### config.mk
export PLATFORM = sky130hd
export DESIGN_NAME = writeback_stage
export DESIGN_NICKNAME = d
export VERILOG_FILES = /design/src/rtl/writeback_stage.sv
export SDC_FILE = /design/constraint.sdc
export NUM_CORES = 1
export LEC_CHECK = 0
export ABC_AREA = 1
export CORE_MARGIN = 4
export CORE_UTILIZATION = 40
export DETAILED_ROUTE_END_ITERATION = 8
export DONT_BUFFER_PORTS = 1
export PLACE_DENSITY = 0.53
export SYNTH_ARGS = -nofsm -noshare
export SYNTH_HDL_FRONTEND = slang
export SYNTH_SLANG_ARGS = --single-unit
### constraint.sdc
create_clock -name Clk -period 1.4 [get_ports Clk]
set_input_delay 0.21 -clock Clk [delete_from_list [all_inputs] [get_ports Clk]]
set_output_delay 0.21 -clock Clk [all_outputs]
set_load 0.01 [all_outputs]
### src/rtl/writeback_stage.sv
// Writeback stage: selects the result source, writes the register file
// and tracks retirement; loads that miss their data wait in WAIT_MEM.
module writeback_stage (
    input  logic        Clk,
    input  logic        reset,
    input  logic        stall,
    input  logic        flush,
    input  logic        iValid,
    input  logic [31:0] iIC,
    input  logic [31:0] iPC,
    input  logic [4:0]  iRDS,
    input  logic        iRegWrite,
    input  logic [1:0]  iWBSel,
    input  logic [31:0] iALU,
    input  logic [31:0] iMemData,
    input  logic        iMemReady,
    output logic        rf_we,
    output logic [4:0]  WAddr,
    output logic [31:0] WData,
    output logic        oStallReq,
    output logic [31:0] oRetired,
    output logic [31:0] oLastIC
);

    typedef enum logic {
        IDLE,
        WAIT_MEM
    } state_e;

    localparam logic [1:0] SEL_ALU  = 2'b00;
    localparam logic [1:0] SEL_MEM  = 2'b01;
    localparam logic [1:0] SEL_LINK = 2'b10;
    localparam logic [1:0] SEL_RSV  = 2'b11;

    state_e      state_q, state_d;
    logic        rf_we_q, rf_we_d;
    logic [4:0]  waddr_q, waddr_d;
    logic [31:0] wdata_q, wdata_d;
    logic        stall_req_q, stall_req_d;
    logic [31:0] retired_q, retired_d;
    logic [31:0] last_ic_q, last_ic_d;
    logic [4:0]  pend_rd_q, pend_rd_d;
    logic        pend_we_q, pend_we_d;
    logic [31:0] pend_ic_q, pend_ic_d;

    logic        accept;
    logic        retire;
    logic [31:0] retire_ic;

    assign accept = (state_q == IDLE) && !stall && !flush && iValid;

    always_comb begin
        state_d     = state_q;
        rf_we_d     = 1'b0;
        waddr_d     = waddr_q;
        wdata_d     = wdata_q;
        stall_req_d = stall_req_q;
        pend_rd_d   = pend_rd_q;
        pend_we_d   = pend_we_q;
        pend_ic_d   = pend_ic_q;
        retire      = 1'b0;
        retire_ic   = iIC;

        unique case (state_q)
            IDLE: begin
                if (accept) begin
                    unique case (iWBSel)
                        SEL_ALU: begin
                            retire  = 1'b1;
                            rf_we_d = iRegWrite;
                            waddr_d = iRDS;
                            wdata_d = iALU;
                        end
                        SEL_LINK: begin
                            retire  = 1'b1;
                            rf_we_d = iRegWrite;
                            waddr_d = iRDS;
                            wdata_d = iPC + 32'd4;
                        end
                        SEL_MEM: begin
                            if (iMemReady) begin
                                retire  = 1'b1;
                                rf_we_d = iRegWrite;
                                waddr_d = iRDS;
                                wdata_d = iMemData;
                            end else begin
                                pend_rd_d   = iRDS;
                                pend_we_d   = iRegWrite;
                                pend_ic_d   = iIC;
                                stall_req_d = 1'b1;
                                state_d     = WAIT_MEM;
                            end
                        end
                        SEL_RSV: begin
                            retire = 1'b1;
                        end
                        default: ;
                    endcase
                end
            end
            WAIT_MEM: begin
                // The pending load is older than anything upstream, so
                // stall/flush and new instructions are ignored here.
                if (iMemReady) begin
                    retire      = 1'b1;
                    retire_ic   = pend_ic_q;
                    rf_we_d     = pend_we_q;
                    waddr_d     = pend_rd_q;
                    wdata_d     = iMemData;
                    stall_req_d = 1'b0;
                    state_d     = IDLE;
                end else begin
                    stall_req_d = 1'b1;
                end
            end
            default: state_d = IDLE;
        endcase

        retired_d = retire ? retired_q + 32'd1 : retired_q;
        last_ic_d = retire ? retire_ic : last_ic_q;
    end

    always_ff @(posedge Clk) begin
        if (reset) begin
            state_q     <= IDLE;
            rf_we_q     <= 1'b0;
            waddr_q     <= 5'd0;
            wdata_q     <= 32'd0;
            stall_req_q <= 1'b0;
            retired_q   <= 32'd0;
            last_ic_q   <= 32'd0;
            pend_rd_q   <= 5'd0;
            pend_we_q   <= 1'b0;
            pend_ic_q   <= 32'd0;
        end else begin
            state_q     <= state_d;
            rf_we_q     <= rf_we_d;
            waddr_q     <= waddr_d;
            wdata_q     <= wdata_d;
            stall_req_q <= stall_req_d;
            retired_q   <= retired_d;
            last_ic_q   <= last_ic_d;
            pend_rd_q   <= pend_rd_d;
            pend_we_q   <= pend_we_d;
            pend_ic_q   <= pend_ic_d;
        end
    end

    assign rf_we     = rf_we_q;
    assign WAddr     = waddr_q;
    assign WData     = wdata_q;
    assign oStallReq = stall_req_q;
    assign oRetired  = retired_q;
    assign oLastIC   = last_ic_q;

endmodule

==> results.md, run 1 <==
* Status: complete, but fails checks
* Failing checks: negative hold slack, negative setup slack
* WP data arrival at 1.76 ns
* FMAX at 693 MHz
* Top-count cell post-synth: nand2_1
* Pleak at 4.60 nW
* Core area at 0.0210 mm^2
* Post-synth EDFFs at 0
* Placed Area at 0.00944 mm^2
* Post-route ant nets at 0
* Syn nets at 1462
* H-tree Lvls at 4
* Post-synth cell types at 45
* GRT overflow at 0
* CP Launch Type: flip-flop
* Most frequent cells after synthesis: nand2_1, nor2_1, dfxtp_1
* Via density per instance at 5.21
* Mean Syn Cell Area at 6.47 um^2
* Seq/Total Area, Yosys at 33.5%
* TritonCTS clock tree: built
* Met1 wire length at 12400 um
* Minimum clock period at 1.44 ns
* Cell Rows at 53
* Post-synth ARST share at 0%
* Number of max-cap violations at 0
* Number of global-route vias before repair at 8303
* 1st-iter DRT viols at 468
* Worst relative slew slack at 81.1%
* #FFs+latches synth at 142
* CTS Buf Count at 17
* I/O pins at 245
* Dpl ws at -0.0935 ns
* Synth top area share at 33.5%
* Final Cycle Share at 103%
* Worst Path Buf+Inv at 1
* Met3 wire len at 2450 um
* CTS sink count at 142
* Cells after Synth at 1314
* Count of final setup violators at 56
* Total Wirelength at 29400 um
* Die Y at 154 um
* DR WL/cell at 17.2 um
* Vias at 8899
* DR top layer: met5
* Power Dens Cells at 894 mW/mm^2
* Max-slew violation count at 0
* I/O Buffers at 0
* Post-synth top area cell: dfxtp_1
* N_diodes at 0
* Drt drc at 0
* Least-Margin Pin Slew at 0.282 ns
* Metal2 WL at 14100 um
* Slowest cell on crit path: dfxtp_2
* Clk slew on worst S/H paths at 0.06 ns
* # fillers at 2130
* Fin nets at 1570
* Share of cells above drive strength 1 at 24.6%
* CP Capture Type: flip-flop
* Delay-heaviest family, CP: simple AND/OR/NAND/NOR gates
* Most frequent cell on the critical path: nor2_4
* First-pass GRT wire length at 45400 um
* Setup tns final at -0.794 ns
* Worst hold-check path type: input port to flip-flop
* Chip Width at 154 um
* Synth top area cells: dfxtp_1, nand2_1, nor2_1, inv_1, a21oi_1
* Worst path max stage delay at 0.32 ns
* RSZ-0062 raised after global routing: yes
* Crit-path cells: nor2_2, nand3_2, nor2_4, nor2_4, buf_6, a22o_1, a21oi_1, nor2_1
* Starting Density at 40.5%
* Worst Path Max Fanout at 7
* Skew-Pair Late Insertion Delay at 0.43 ns
* Hold slack at -0.130 ns
* PnR worst setup slack at -0.0433 ns
* Hold_buf cts at 37
* Final hold viol count at 92
* Worst VDD drop at 0.695 mV
* Largest net degree at the start of global routing at 94
* CTS Buffer Depth at 2
* Yosys warns at 0
* Routability cong. at 0.914
* Clock skew at 0.0127 ns
* Critical Path RT at 1.71 ns
* Final Instance Area at 0.0112 mm^2
* Pre-antenna DRT Iters at 5
* Initial antenna violation count at 2
* P&R area growth vs syn at 32.2%
* Post-DP HPWL at 20400 um
* Main flop type after synthesis: dfxtp_1
* Root Buffer: clkbuf_16
* CP Class: flip-flop to flip-flop
* Gr usage total at 23.6%
* Die ar. at 0.0236 mm^2
* Synth Cell Area at 0.00850 mm^2
## layout make-up
type / count / area (um^2) / area share (%)
multi-input combinational: 978 / 5320 / 47.3
inverter: 121 / 482 / 4.29
clock buffer: 17 / 425 / 3.79
timing repair buffer: 162 / 1610 / 14.4
clock inverter: 14 / 159 / 1.41
sequential: 142 / 2890 / 25.8
tap: 275 / 344 / 3.06
## logic make-up after synthesis
group           synth area share, %
compound gates                 20.5
xor+xnor                      0.825
simple gates                   34.4
fa+ha+maj                     0.884
flops                          33.5
buf+inv                        9.85
mux                           0.118
## metrics by stage
step / utilization (%) / total power [mW] / hold WS [ns] / std cells
after global placement: 45.0 / 5.29 / 0.296 / 1622
after detailed placement: 45.0 / 5.29 / 0.293 / 1622
final: 53.6 / 10.0 / -0.130 / 1709
after floorplan: - / 5.06 / 0.371 / 1314
after CTS: 50.7 / 10.1 / -0.158 / 1699
after global routing: 53.6 / 10.4 / -0.157 / 1709
## sequential cells by signal, summed over array words and instances (netlist names)
register and count:
oRetired 32, pend_ic_q 32, WData 32, pend_we_q 1
pend_rd_q 5, state_q 1, oStallReq 1, WAddr 5
oLastIC 32, rf_we 1
## power breakdown
part	internal (mW)	switching, mW
combinational	0.520	0.656
sequential	4.13	0.122
clock	2.66	1.95
## path summary, 6_finish.rpt
path / startpoint / to / slack [ns] / cells past startpoint
min: reset / pend_ic_q[13] / -0.13 / 1
min reg2reg: pend_ic_q[25] / pend_ic_q[25] / 0.46 / 2
max: state_q / WData[18] / -0.04 / 8
max reg2reg: state_q / WData[18] / -0.04 / 8
## worst register-to-register path, delay by kind of cell (launching register included)
kind | cells | cell delay (ns)
AO/OA/AOI/OAI | 2 | 0.28
flip-flops | 1 | 0.32
AND/OR/NAND/NOR | 5 | 0.59
buffers and inverters | 1 | 0.15
## routing by layer
layer	track usage, %	vias up
met5	0	-
met4	5.72	4
met3	7.66	38
met2	39.4	279
met1	29.7	4053
li1	-	4525
## cells in the final DEF (no fill, tap or decap), types with 18 or more instances in the layout
master / n
a211oi_2: 21
a22o_1: 23
clkbuf_16: 20
nor2_1: 113
nor2_2: 37
dfxtp_1: 119
nor2_4: 21
a21oi_2: 18
nand2_2: 21
nand3_1: 51
o21ai_0: 23
o21ai_1: 34
a21oi_1: 71
a31oi_1: 45
dlygate4sd3_1: 37
buf_4: 93
inv_1: 107
nand2_1: 387
## timing repair
item	CTS	global route
endpoints found under the hold margin	129	92
pin swaps	17	41
endpoints found under the setup margin	75	119
gates cloned	1	5
buffers inserted	8	8
resized for setup	53	152
Note: power is estimated with default switching activity, not from simulation.
==> run 2, diff against run 1 <==
Settings changed: CORE_ASPECT_RATIO set to 1.4, GPL_TIMING_DRIVEN set to 1.
==> run 2 against run 1 <==
  * The run still ends with negative hold slack, negative setup slack left
  * Flip-flop and latch count did not move
  * Sequential share of layout area down 0.29 points
  * Hold slack worse by 0.0017 ns
  * Maximum frequency down 1.2%
  * Clock skew decreased by 0.0010 ns
  * Power up 3.2%
  * Critical path depth is 1 higher
  * Global-route usage is 0.80 points higher
  * Final cell count unchanged
  * Wire length increased by 1.8%
  * First-iteration DRC count increased by 2.1%
  * Clock-buffer cell count grew 1
==> results.md, run 2 (same netlist as run 1, synthesis figures left out) <==
* Most frequent cell on the critical path: nor2_4
* First-pass GRT wire length at 46700 um
* Delay-heaviest family, CP: simple AND/OR/NAND/NOR gates
* Fin nets at 1588
* Hold slack at -0.132 ns
* TritonCTS clock tree: built
* Comb power frac at 11.2%
* Worst relative slew slack at 73.2%
* Worst hold-check path type: input port to flip-flop
* Number of global-route vias before repair at 8664
* DR WL/cell at 17.5 um
* Count of final setup violators at 37
* GR Layer Usage met2 at 43.6%
* Cell Rows at 62
* Sequential power share at 41.1%
* Die ar. at 0.0237 mm^2
* Busiest grt layer: met2
* Grt met1 use at 26.1%
* Routability cong. at 0.920
* Setup tns final at -0.962 ns
* Clock share of power at 47.7%
* WP data arrival at 1.78 ns
* Worst Hold Depth at 1
* Worst Path Buf+Inv at 3
* Pleak at 4.71 nW
* Clock skew at 0.0117 ns
* Worst path max stage delay at 0.32 ns
* Power Dens Cells at 912 mW/mm^2
* CP Launch Type: flip-flop
* Starting Density at 41.0%
* Max-slew violation count at 0
* Pint at 7.57 mW
* Area of the multi-input gates at 0.00526 mm^2
* Reg2reg setup slack at -0.06 ns
* Post-route ant nets at 0
* CTS Buf Count at 17
* Switching power at 2.79 mW
* Status: complete, but fails checks
* Drt drc at 0
* Pre-antenna DRT Iters at 6
* Slowest cell on crit path: dfxtp_2
* Share of cells above drive strength 1 at 23.7%
* FMAX at 685 MHz
* Sequential cell area at 0.00289 mm^2
* Initial antenna violation count at 0
* Root Buffer: clkbuf_16
* Worst VDD drop at 0.843 mV
* Skew-Pair Late Insertion Delay at 0.43 ns
* PnR worst setup slack at -0.0602 ns
* Via density per instance at 5.26
* R2r startpoint: state_q
* # fillers at 2025
* I/O pins at 245
* Final Cycle Share at 104%
* Core area at 0.0207 mm^2
* 1st-iter DRT viols at 478
* Gr usage total at 24.4%
* Worst Path Max Fanout at 6
* CP Class: flip-flop to flip-flop
* H-tree Lvls at 4
* P&R area growth vs syn at 33.7%
* Hold Crit Start: reset
* Net Sw Frac at 27.0%
* GRT met3 Usage at 8.13%
* CTS sink count at 142
* Post-Route Utilization at 54.8%
* Number of max-cap violations at 0
* CP Capture Type: flip-flop
* Most frequent cells in the layout: nand2_1, nor2_1, dfxtp_1
* Hold_buf cts at 37
* Clk slew on worst S/H paths at 0.07 ns
* GRT overflow at 0
* Total Wirelength at 30000 um
* CTS Buffer Depth at 2
* Crit-path cells: nor2_2, nand3_2, nor2_4, buf_6, nor2_4, buf_12, a22o_1, inv_1, a21oi_2
* Worst r2r dst: WData[21]
* Minimum clock period at 1.46 ns
* Final hold viol count at 92
* Most common cell after layout, fill and taps aside: nand2_1
* Largest net degree at the start of global routing at 94
* RSZ-0062 raised after global routing: yes
* Chip Width at 131 um
* Critical Path RT at 1.72 ns
* Post-DP HPWL at 21100 um
* Hold path endpoint: WData[31]
* N_diodes at 0
* I/O Buffers at 0
* Die Y at 180 um
* Failing checks: negative hold slack, negative setup slack
* Least-Margin Pin Slew at 0.402 ns
* Worst r2r path cells at 9
* Vias at 8981
## run 2: per-layer routing
| metal | wire length [um] | share of wire (%) |
|---|---|---|
| met5 | 0 | 0 |
| met4 | 1400 | 4.7 |
| met3 | 2090 | 7.0 |
| met2 | 15100 | 51 |
| met1 | 11300 | 38 |
## run 2: how the worst max path moves through the flow
| stage | startpoint | endpoint | slack [ns] | depth (start not counted) |
|---|---|---|---|---|
| 2_1_floorplan | iWBSel[0] | WData[11] | -0.003 | 10 |
| 3_3_place_gp | iWBSel[1] | WData[6] | -0.30 | 8 |
| 3_5_place_dp | iWBSel[0] | WData[18] | -0.33 | 9 |
| 4_1_cts | state_q | oRetired[10] | -0.06 | 10 |
| 5_1_grt | state_q | oRetired[26] | -0.14 | 10 |
| 6_report | state_q | WData[21] | -0.06 | 9 |
## run 2: through the flow
step	instance area, um^2	setup WS [ns]	total power [mW]	cells	hold WS, ns
2_1_floorplan	8570	-0.00263	5.06	1314	0.371
3_3_place_gp	9530	-0.297	5.28	1622	0.288
3_5_place_dp	9530	-0.328	5.29	1622	0.294
4_1_cts	10900	-0.0579	10.4	1702	-0.169
5_1_grt	11400	-0.144	10.8	1709	-0.177
6_report	11400	-0.0602	10.4	1709	-0.132
## run 2: final cells by class
type                    count  area share [%]
multi-input cells         979            46.3
flip-flops and latches    142            25.5
repair buffers            179            15.4
inverters                 121            4.40
clock buffers              18            3.87
well taps                 256            2.82
clock inverters            14            1.72
## run 2: power groups by stage
stage / sequential [mW] / clock (mW) / combinational (mW)
floorplan: 4.34 / 0 / 0.720
finish: 4.26 / 4.95 / 1.16
global placement: 4.36 / 0 / 0.919
global route: 4.27 / 5.22 / 1.28
CTS: 4.27 / 5.05 / 1.11
detailed placement: 4.36 / 0 / 0.927
## run 2: repair_timing
item                                    4_1_cts  5_1_grt
resized for setup                           103      110
endpoints found under the hold margin       129       92
gates cloned                                  2        4
pin swaps                                    17       42
endpoints found under the setup margin      106      138
buffers inserted                              9        5
## run 2: worst register-to-register path, stage by stage, from the launching register on
cell	delay [ns]
dfxtp_2	0.32
nor2_2	0.11
nand3_2	0.13
nor2_4	0.20
buf_6	0.13
nor2_4	0.05
buf_12	0.14
a22o_1	0.17
inv_1	0.06
a21oi_2	0.05
==> run 3, diff against run 2 <==
Settings changed: MAX_ROUTING_LAYER set to met4.
==> run 3 against run 2 <==
  * Highest routed layer unchanged
  * Hold slack got worse by 0.0094 ns
  * Non-clock buffer count increased by 14
  * Global-route usage rose by 0.12 points
  * Largest power group unchanged
  * First-iteration DRC count up 9.6%
  * Utilization grew 0.66 points
  * The run still ends with negative hold slack, negative setup slack left
  * Maximum frequency down 1.3%
==> results.md, run 3 (same netlist as run 1, synthesis figures left out) <==
* Starting Density at 41.0%
* Clock skew at 0.0123 ns
* Least-Margin Pin Slew at 0.387 ns
* Cell Rows at 62
* Post-route ant nets at 0
* Skew-Pair Late Insertion Delay at 0.43 ns
* Worst hold-check path type: input port to flip-flop
* Final Cycle Share at 106%
* N_diodes at 0
* Die ar. at 0.0237 mm^2
* Routability cong. at 0.943
* Critical Path RT at 1.73 ns
* Most frequent cells in the layout: nand2_1, nor2_1, buf_4
* 1st-iter DRT viols at 524
* Max-slew violation count at 0
* Root Buffer: clkbuf_16
* Initial antenna violation count at 0
* Setup tns final at -1.56 ns
* CP Capture Type: flip-flop
* P&R area growth vs syn at 35.3%
* Fin nets at 1602
* Dpl ws at -0.342 ns
* Via density per instance at 5.27
* CTS Buf Count at 17
* CP Class: flip-flop to flip-flop
* Failing checks: negative hold slack, negative setup slack
* Most common cell after layout, fill and taps aside: nand2_1
* CTS sink count at 142
* Largest net degree at the start of global routing at 94
* GRT overflow at 0
* Number of global-route vias before repair at 8570
* Power Dens Cells at 883 mW/mm^2
* CTS Buffer Depth at 2
* Final Total Pwr at 10.1 mW
* Sequential cell area at 0.00290 mm^2
* WP data arrival at 1.81 ns
* Final hold viol count at 92
* TritonCTS clock tree: built
* I/O pins at 245
* Pleak at 4.84 nW
* Total Wirelength at 31100 um
* CP Launch Type: flip-flop
* Vias at 9075
* Worst VDD drop at 0.840 mV
* DR WL/cell at 18.0 um
* Drt drc at 0
* # fillers at 2029
* Clk slew on worst S/H paths at 0.06 ns
* Worst Path Max Fanout at 14
* Layout Cells excl Fill at 1722
* Count of final setup violators at 51
* PnR worst setup slack at -0.0790 ns
* Area of the multi-input gates at 0.00529 mm^2
* Worst relative slew slack at 74.2%
* Gr usage total at 24.5%
* Number of max-cap violations at 0
* Pre-antenna DRT Iters at 5
* Status: complete, but fails checks
* H-tree Lvls at 4
* Chip Width at 131 um
* Share of cells above drive strength 1 at 25.0%
* Post-DP HPWL at 21000 um
* Core area at 0.0207 mm^2
* Minimum clock period at 1.48 ns
* I/O Buffers at 0
* DP Cell Count at 1621
* Die Y at 180 um
* RSZ-0062 raised after global routing: yes
* Hold slack at -0.141 ns
* Hold_buf cts at 37
* First-pass GRT wire length at 45700 um
* FMAX at 676 MHz
## run 3: layout make-up
class | instances | area share (%)
flip-flops and latches | 142 | 25.2
clock inverters | 14 | 1.56
inverters | 121 | 4.23
repair buffers | 193 | 16.5
clock buffers | 17 | 3.70
well taps | 256 | 2.79
multi-input cells | 979 | 46.0
## run 3: power breakdown
part	leakage (nW)	switching, mW	internal, mW
logic	3.38	0.644	0.499
clock network	0.298	1.91	2.83
registers	1.17	0.128	4.13
total	4.84	2.68	7.46
## run 3: worst paths after layout
path	from	to	slack (ns)	cells after the start
max reg2reg	state_q	pend_ic_q[20]	-0.08	7
max	state_q	pend_ic_q[20]	-0.08	7
min	reset	pend_ic_q[1]	-0.14	1
min reg2reg	pend_ic_q[21]	pend_ic_q[21]	0.46	2
## run 3: through the flow
| stage | hold WS [ns] | area (um^2) | utilization [%] |
|---|---|---|---|
| floorplan | 0.371 | 8570 | - |
| global placement | 0.296 | 9530 | 46.0 |
| detailed placement | 0.292 | 9530 | 46.0 |
| CTS | -0.169 | 10700 | 51.9 |
| global route | -0.156 | 11500 | 55.5 |
| finish | -0.141 | 11500 | 55.5 |
## run 3: routing by layer
metal	vias up	global-route usage (%)	share of wire (%)
met3	41	7.63	6.9
li1	4597	-	-
met5	-	-	0
met2	283	43.7	51
met4	0	9.33	3.1
met1	4154	25.3	39
## run 3: what timing repair did
| item | CTS | global route |
|---|---|---|
| setup endpoints to repair | 99 | 117 |
| gates resized for setup | 57 | 141 |
| gates cloned | 1 | 11 |
| hold endpoints to repair | 129 | 92 |
| pin swaps | 16 | 40 |
| setup buffers | 8 | 14 |
## run 3: worst max-delay path, stage by stage, from the launching register on
cell,delay [ns]
dfxtp_2,0.33
nor2_2,0.08
nand3_2,0.12
buf_4,0.17
nor2_4,0.11
nand2_4,0.14
clkbuf_16,0.22
a211oi_1,0.21
